**src/rtl/text_buffer_ctrl_pkg.sv**
```systemverilog
// Shared character codes and controller state encoding for the text buffer.
package text_buffer_ctrl_pkg;

    localparam logic [7:0] CharTilde = 8'h7E;
    localparam logic [7:0] CharBs    = 8'h08;
    localparam logic [7:0] CharLf    = 8'h0A;
    localparam logic [7:0] CharFf    = 8'h0C;

    typedef enum logic [1:0] {
        StIdle  = 2'd0,
        StExec  = 2'd1,
        StClear = 2'd2
    } state_e;

endpackage

```
**src/rtl/text_buffer_ctrl.sv**
```systemverilog
// Text buffer controller: owns the character memory port, executes a character
// stream against a write cursor and yields the port to the display reader.
module text_buffer_ctrl
    import text_buffer_ctrl_pkg::*;
#(
    parameter int unsigned DEPTH    = 128,
    parameter int unsigned LINE_LEN = 16,
    parameter int unsigned AW       = 8,
    parameter logic [7:0]  FILL     = CharTilde
) (
    input  logic          i_clk,
    input  logic          i_rst,
    input  logic          i_ch_valid,
    input  logic [7:0]    i_ch_data,
    output logic          o_ch_ready,
    input  logic          i_rd_req,
    input  logic [AW-1:0] i_rd_addr,
    output logic          o_rd_valid,
    output logic [7:0]    o_rd_data,
    output logic          o_mem_we,
    output logic [AW-1:0] o_mem_addr,
    output logic [7:0]    o_mem_di,
    input  logic [7:0]    i_mem_do,
    output logic [AW-1:0] o_cursor,
    output logic          o_busy
);

    localparam int unsigned AW1 = AW + 1;

    state_e        r_state, w_state_d;
    logic [AW-1:0] r_cursor, w_cursor_d;
    logic [AW-1:0] r_clr_cnt, w_clr_cnt_d;
    logic [7:0]    r_char, w_char_d;
    logic          r_rd_valid;
    logic [7:0]    r_rd_data;

    logic          w_we;
    logic [AW-1:0] w_addr;
    logic [7:0]    w_di;
    logic [AW-1:0] w_cursor_inc;
    logic [AW-1:0] w_line_base;
    logic [AW:0]   w_lf_sum;
    logic [AW-1:0] w_lf_next;

    // Cursor arithmetic shared by printable writes and line feed.
    always_comb begin
        w_cursor_inc = (r_cursor == AW'(DEPTH - 1)) ? '0 : r_cursor + 1'b1;
        w_line_base  = r_cursor - (r_cursor % AW'(LINE_LEN));
        w_lf_sum     = {1'b0, w_line_base} + AW1'(LINE_LEN);
        // DEPTH is a multiple of LINE_LEN, so overflow past the last line is exactly 0.
        w_lf_next    = (w_lf_sum >= AW1'(DEPTH)) ? '0 : w_lf_sum[AW-1:0];
    end

    // Next-state and port drive; a display read stalls EXEC/CLEAR in place.
    always_comb begin
        w_state_d   = r_state;
        w_cursor_d  = r_cursor;
        w_clr_cnt_d = r_clr_cnt;
        w_char_d    = r_char;
        w_we        = 1'b0;
        w_addr      = r_cursor;
        w_di        = FILL;
        unique case (r_state)
            StIdle: begin
                if (i_ch_valid) begin
                    w_char_d  = i_ch_data;
                    w_state_d = StExec;
                end
            end
            StExec: begin
                if (!i_rd_req) begin
                    w_state_d = StIdle;
                    if (!r_char[7] && r_char >= 8'h20) begin
                        w_we       = 1'b1;
                        w_di       = r_char;
                        w_cursor_d = w_cursor_inc;
                    end else if (r_char == CharBs) begin
                        if (r_cursor != '0) begin
                            w_we       = 1'b1;
                            w_addr     = r_cursor - 1'b1;
                            w_cursor_d = r_cursor - 1'b1;
                        end
                    end else if (r_char == CharLf) begin
                        w_cursor_d = w_lf_next;
                    end else if (r_char == CharFf) begin
                        w_clr_cnt_d = '0;
                        w_state_d   = StClear;
                    end
                end
            end
            StClear: begin
                if (!i_rd_req) begin
                    w_we   = 1'b1;
                    w_addr = r_clr_cnt;
                    if (r_clr_cnt == AW'(DEPTH - 1)) begin
                        w_clr_cnt_d = '0;
                        w_cursor_d  = '0;
                        w_state_d   = StIdle;
                    end else begin
                        w_clr_cnt_d = r_clr_cnt + 1'b1;
                    end
                end
            end
            default: w_state_d = StIdle;
        endcase
        if (i_rd_req) begin
            w_addr = i_rd_addr;
        end
    end

    // Controller state registers.
    always_ff @(posedge i_clk or posedge i_rst) begin
        if (i_rst) begin
            r_state   <= StIdle;
            r_cursor  <= '0;
            r_clr_cnt <= '0;
            r_char    <= '0;
        end else begin
            r_state   <= w_state_d;
            r_cursor  <= w_cursor_d;
            r_clr_cnt <= w_clr_cnt_d;
            r_char    <= w_char_d;
        end
    end

    // Display read register: one-cycle latency in every state.
    always_ff @(posedge i_clk or posedge i_rst) begin
        if (i_rst) begin
            r_rd_valid <= 1'b0;
            r_rd_data  <= '0;
        end else begin
            r_rd_valid <= i_rd_req;
            if (i_rd_req) begin
                r_rd_data <= i_mem_do;
            end
        end
    end

    assign o_ch_ready = (r_state == StIdle);
    assign o_busy     = (r_state != StIdle);
    assign o_mem_we   = w_we & ~i_rst;
    assign o_mem_addr = w_addr;
    assign o_mem_di   = w_di;
    assign o_cursor   = r_cursor;
    assign o_rd_valid = r_rd_valid;
    assign o_rd_data  = r_rd_data;

endmodule

```
**config.mk**
```make
export PLATFORM = sky130hd
export DESIGN_NAME = text_buffer_ctrl
export DESIGN_NICKNAME = d
export VERILOG_FILES = /design/src/rtl/text_buffer_ctrl_pkg.sv /design/src/rtl/text_buffer_ctrl.sv
export SDC_FILE = /design/constraint.sdc
export NUM_CORES = 1
export LEC_CHECK = 0
export CORE_MARGIN = 2
export CORE_UTILIZATION = 33
export DETAILED_ROUTE_END_ITERATION = 16
export PLACE_DENSITY = 0.53
export REMOVE_ABC_BUFFERS = 1
export SYNTH_ARGS = -nofsm -noshare
export SYNTH_HDL_FRONTEND = slang
export SYNTH_SLANG_ARGS = --single-unit
```
**constraint.sdc**
```tcl
create_clock -name i_clk -period 4.4 [get_ports i_clk]
set_clock_uncertainty 0.1 [all_clocks]
set_input_delay 0.88 -clock i_clk [delete_from_list [all_inputs] [get_ports i_clk]]
set_output_delay 0.88 -clock i_clk [all_outputs]
set_load 0.05 [all_outputs]
```
==> impl_metrics.json <==
{
  "h-tree-depth": 2,
  "cp_max_fo": 13,
  "grt_usage_pct": 18.7,
  "syn_area_um2": 2590,
  "crit_slowest_cell": "clkdlybuf4s50_1",
  "powerDensity_nw_per_um2": 613,
  "ys.flop_type": "dfrtp_1",
  "io_buffers": 62,
  "dieArea_um2": 8570,
  "timing.critical_path.from": "r_char[7]",
  "dieHeight_um": 92.6,
  "maxSlewViolCount": 0,
  "cts_tree": "built",
  "antenna_cells": 0,
  "ir_drop_uv": 252,
  "dp_hpwl_mm": 5.57,
  "clkLatencyLatePin_ns": 0.29,
  "critical_path.top_delay_family": "simple AND/OR/NAND/NOR gates",
  "critPathMaxStageDelay_ns": 0.79,
  "route.detailed.drc": 0,
  "cp-start-kind": "flop",
  "cp.required_ns": 3.42,
  "cp-end-kind": "output port",
  "yosysUniqueCellTypes": 59,
  "grt_pass1_wl_mm": 12.8,
  "antenna_left": 0,
  "min_to": "o_rd_data[3]",
  "period_share_pct": 94.8,
  "worstHoldStart": "o_rd_data[3]",
  "synthCells": 303,
  "fin_total_pwr_mw": 2.13,
  "syn2layout_area_growth_pct": 34.1,
  "cts_setup_buffers": 0,
  "fp.coreArea_um2": 7650,
  "drt_iter0_drc": 160,
  "cap_violations": 0,
  "multi_input_area_um2": 1560,
  "clockRootBuffer": "clkbuf_8",
  "ys_seq_area_share_pct": 33.8,
  "grt_max_degree": 26,
  "outcome": "completed",
  "whs_ns": 0.411,
  "holdCritPathClass": "reg -> reg",
  "drive_gt1_share_pct": 16.0,
  "routed_wl_mm": 7.63,
  "synth_top_family_by_area": "compound AO/OA/AOI/OAI gates",
  "seq_area_um2": 876,
  "worstReg2RegEnd": "o_cursor[3]",
  "synth_edf_count": 0,
  "reg2reg_setup_slack_ns": 1.64,
  "synth_compound_area_share_pct": 24.3,
  "place_congestion": 0.856,
  "path_class": "reg -> out",
  "io_pins": 64,
  "relSlewSlack_pct": 32.4,
  "worst_pin_slew_ns": 1.01,
  "setup_viol": 0,
  "finalCriticalPeriod_ns": 4.17,
  "antenna_found_initial": 0,
  "crit-reg2reg-launch": "r_char[5]",
  "hold_buffers": 0,
  "ys.warnings.count": 0,
  "clkTransAtPathRegs_ns": 0.08,
  "p_leak_nw": 1.40,
  "path_buf_inv": 1,
  "first_pass_iters": 4,
  "final_nets": 399,
  "ys_async_sr_fraction_pct": 100,
  "muxShareOfSynthArea_pct": 10.1,
  "clock_path_buffers": 2,
  "synth_seq_cells": 35,
  "wl_per_cell_um": 16.4,
  "finish.utilization_pct": 45.4,
  "start_util_pct": 33.9,
  "rsz0062_at_grt": "no",
  "vias_per_cell": 5.47,
  "tns_ns": 0,
  "synthSimpleGateAreaFrac_pct": 20.7,
  "clock-sinks": 35,
  "min_path_cells": 1,
  "synthAdderAreaFrac_pct": 4.35,
  "grt_pass1_vias": 2519,
  "rows": 32,
  "synth_xor_area_share_pct": 0.676,
  "fmax_ghz": 0.240,
  "cp.arrival_ns": 3.19,
  "vias": 2544,
  "grt-ovfl-total": 0,
  "syn_avg_cell_area_um2": 8.55,
  "die_x_um": 92.6,
  "nFillCells": 762,
  "hold_viol_final": 0,
  "cts_resized": 0,
  "numCtsBuffers": 5,
  "r2r_cells": 5,
  "crit_chain": "or4_1 > or2_2 > o311a_1 > o21ai_0 > mux2_2 > clkdlybuf4s50_1"
}
through the flow:
step / worst slack (ns) / instance area (um2) / cells
after floorplan: 0.467 / 2500 / 282
after global placement: 0.576 / 3360 / 457
after detailed placement: 0.566 / 3360 / 457
after CTS: 0.223 / 3470 / 465
after global routing: 0.0458 / 3470 / 465
final: 0.228 / 3470 / 465
worst max-delay path by stage:
stage | end | slack (ns) | depth (start not counted)
after floorplan | o_mem_we | 0.47 | 7
after global placement | o_mem_addr[5] | 0.58 | 6
after detailed placement | o_mem_addr[5] | 0.57 | 6
after CTS | o_mem_addr[5] | 0.22 | 6
after global routing | o_mem_addr[5] | 0.05 | 6
final | o_mem_addr[5] | 0.23 | 6
worst reg2reg max path, delay by kind of cell (launching register included):
family	cells	cell delay, ns
simple gates	3	1.61
compound gates	2	0.55
flops	1	0.43
logic make-up (layout without fill, tap and decap cells):
kind of cell | count (synthesis) | in the layout
buffers and inverters | 39 | 99
flip-flops | 35 | 35
AND/OR/NAND/NOR | 99 | 99
other | 1 | 1
multiplexers | 24 | 24
adder cells (fa/ha/maj) | 9 | 9
AO/OA/AOI/OAI | 94 | 94
XOR/XNOR | 2 | 2
layout by cell type (no fill, tap or decap), types with 12 or more instances in the layout:
master and instances:
clkdlybuf4s50_1 47, nand2_1 20, a21oi_1 18, mux2_2 18, o21ai_0 23, nor2_1 18, nand3_1 12, dfrtp_1 35
inv_1 18, buf_4 21
cell usage after synthesis, types with 2 or more instances:
cell      number  share of area (%)
o31ai_1       11                3.2
nor3_1         8                1.5
or2_2          2               0.48
a31oi_1        7                1.7
or3_1          2               0.48
nor4_1         2               0.48
a21oi_1       18                3.5
nor2_1        18                2.6
a211oi_1       6                1.7
clkbuf_1      16                2.3
nor3b_1        3               0.87
or4_1          2               0.58
nand2_1       20                2.9
o21ai_0       23                4.4
o21bai_1       2               0.58
o311a_1        3                1.2
o22ai_1        3               0.72
dfrtp_1       35                 34
a311oi_1       3                1.0
nand3_1       12                2.3
and4b_1        2               0.77
mux2_2        18                7.8
and3_1         6                1.4
or2_1          2               0.48
mux2i_1        6                2.3
ha_1           9                4.3
nand2b_1      10                2.4
nand4_1        2               0.48
inv_1         18                2.6
buf_2          3               0.58
a221o_1        2               0.77
a32oi_1        2               0.68
power by group:
group | switching [mW] | total (mW) | internal (mW)
Sequential | 0.133 | 0.557 | 0.423
Combinational | 0.776 | 1.27 | 0.489
Clock | 0.138 | 0.307 | 0.169
registers in the layout, summed over array words and instances, names as in the netlist:
signal	flops
r_clr_cnt	8
o_rd_valid	1
r_state	2
r_char	8
o_cursor	8
o_rd_data	8
final cells by class:
type / instances / share of cell area (%)
clock buffer: 5 / 1.98
clock inverter: 3 / 1.26
inverter: 18 / 1.95
multi-input combinational: 229 / 44.9
sequential: 35 / 25.2
tap: 102 / 3.68
timing repair buffer: 73 / 21.0
per-layer routing:
metal / up-vias / share of wire (%) / global-route usage (%)
li1: 1239 / - / -
met1: 1217 / 45 / 25.3
met2: 82 / 47 / 30.4
met3: 6 / 6.6 / 3.82
met4: 0 / 0.75 / 5.10
met5: - / 0 / 0
Power figures use the tool's default switching activity.
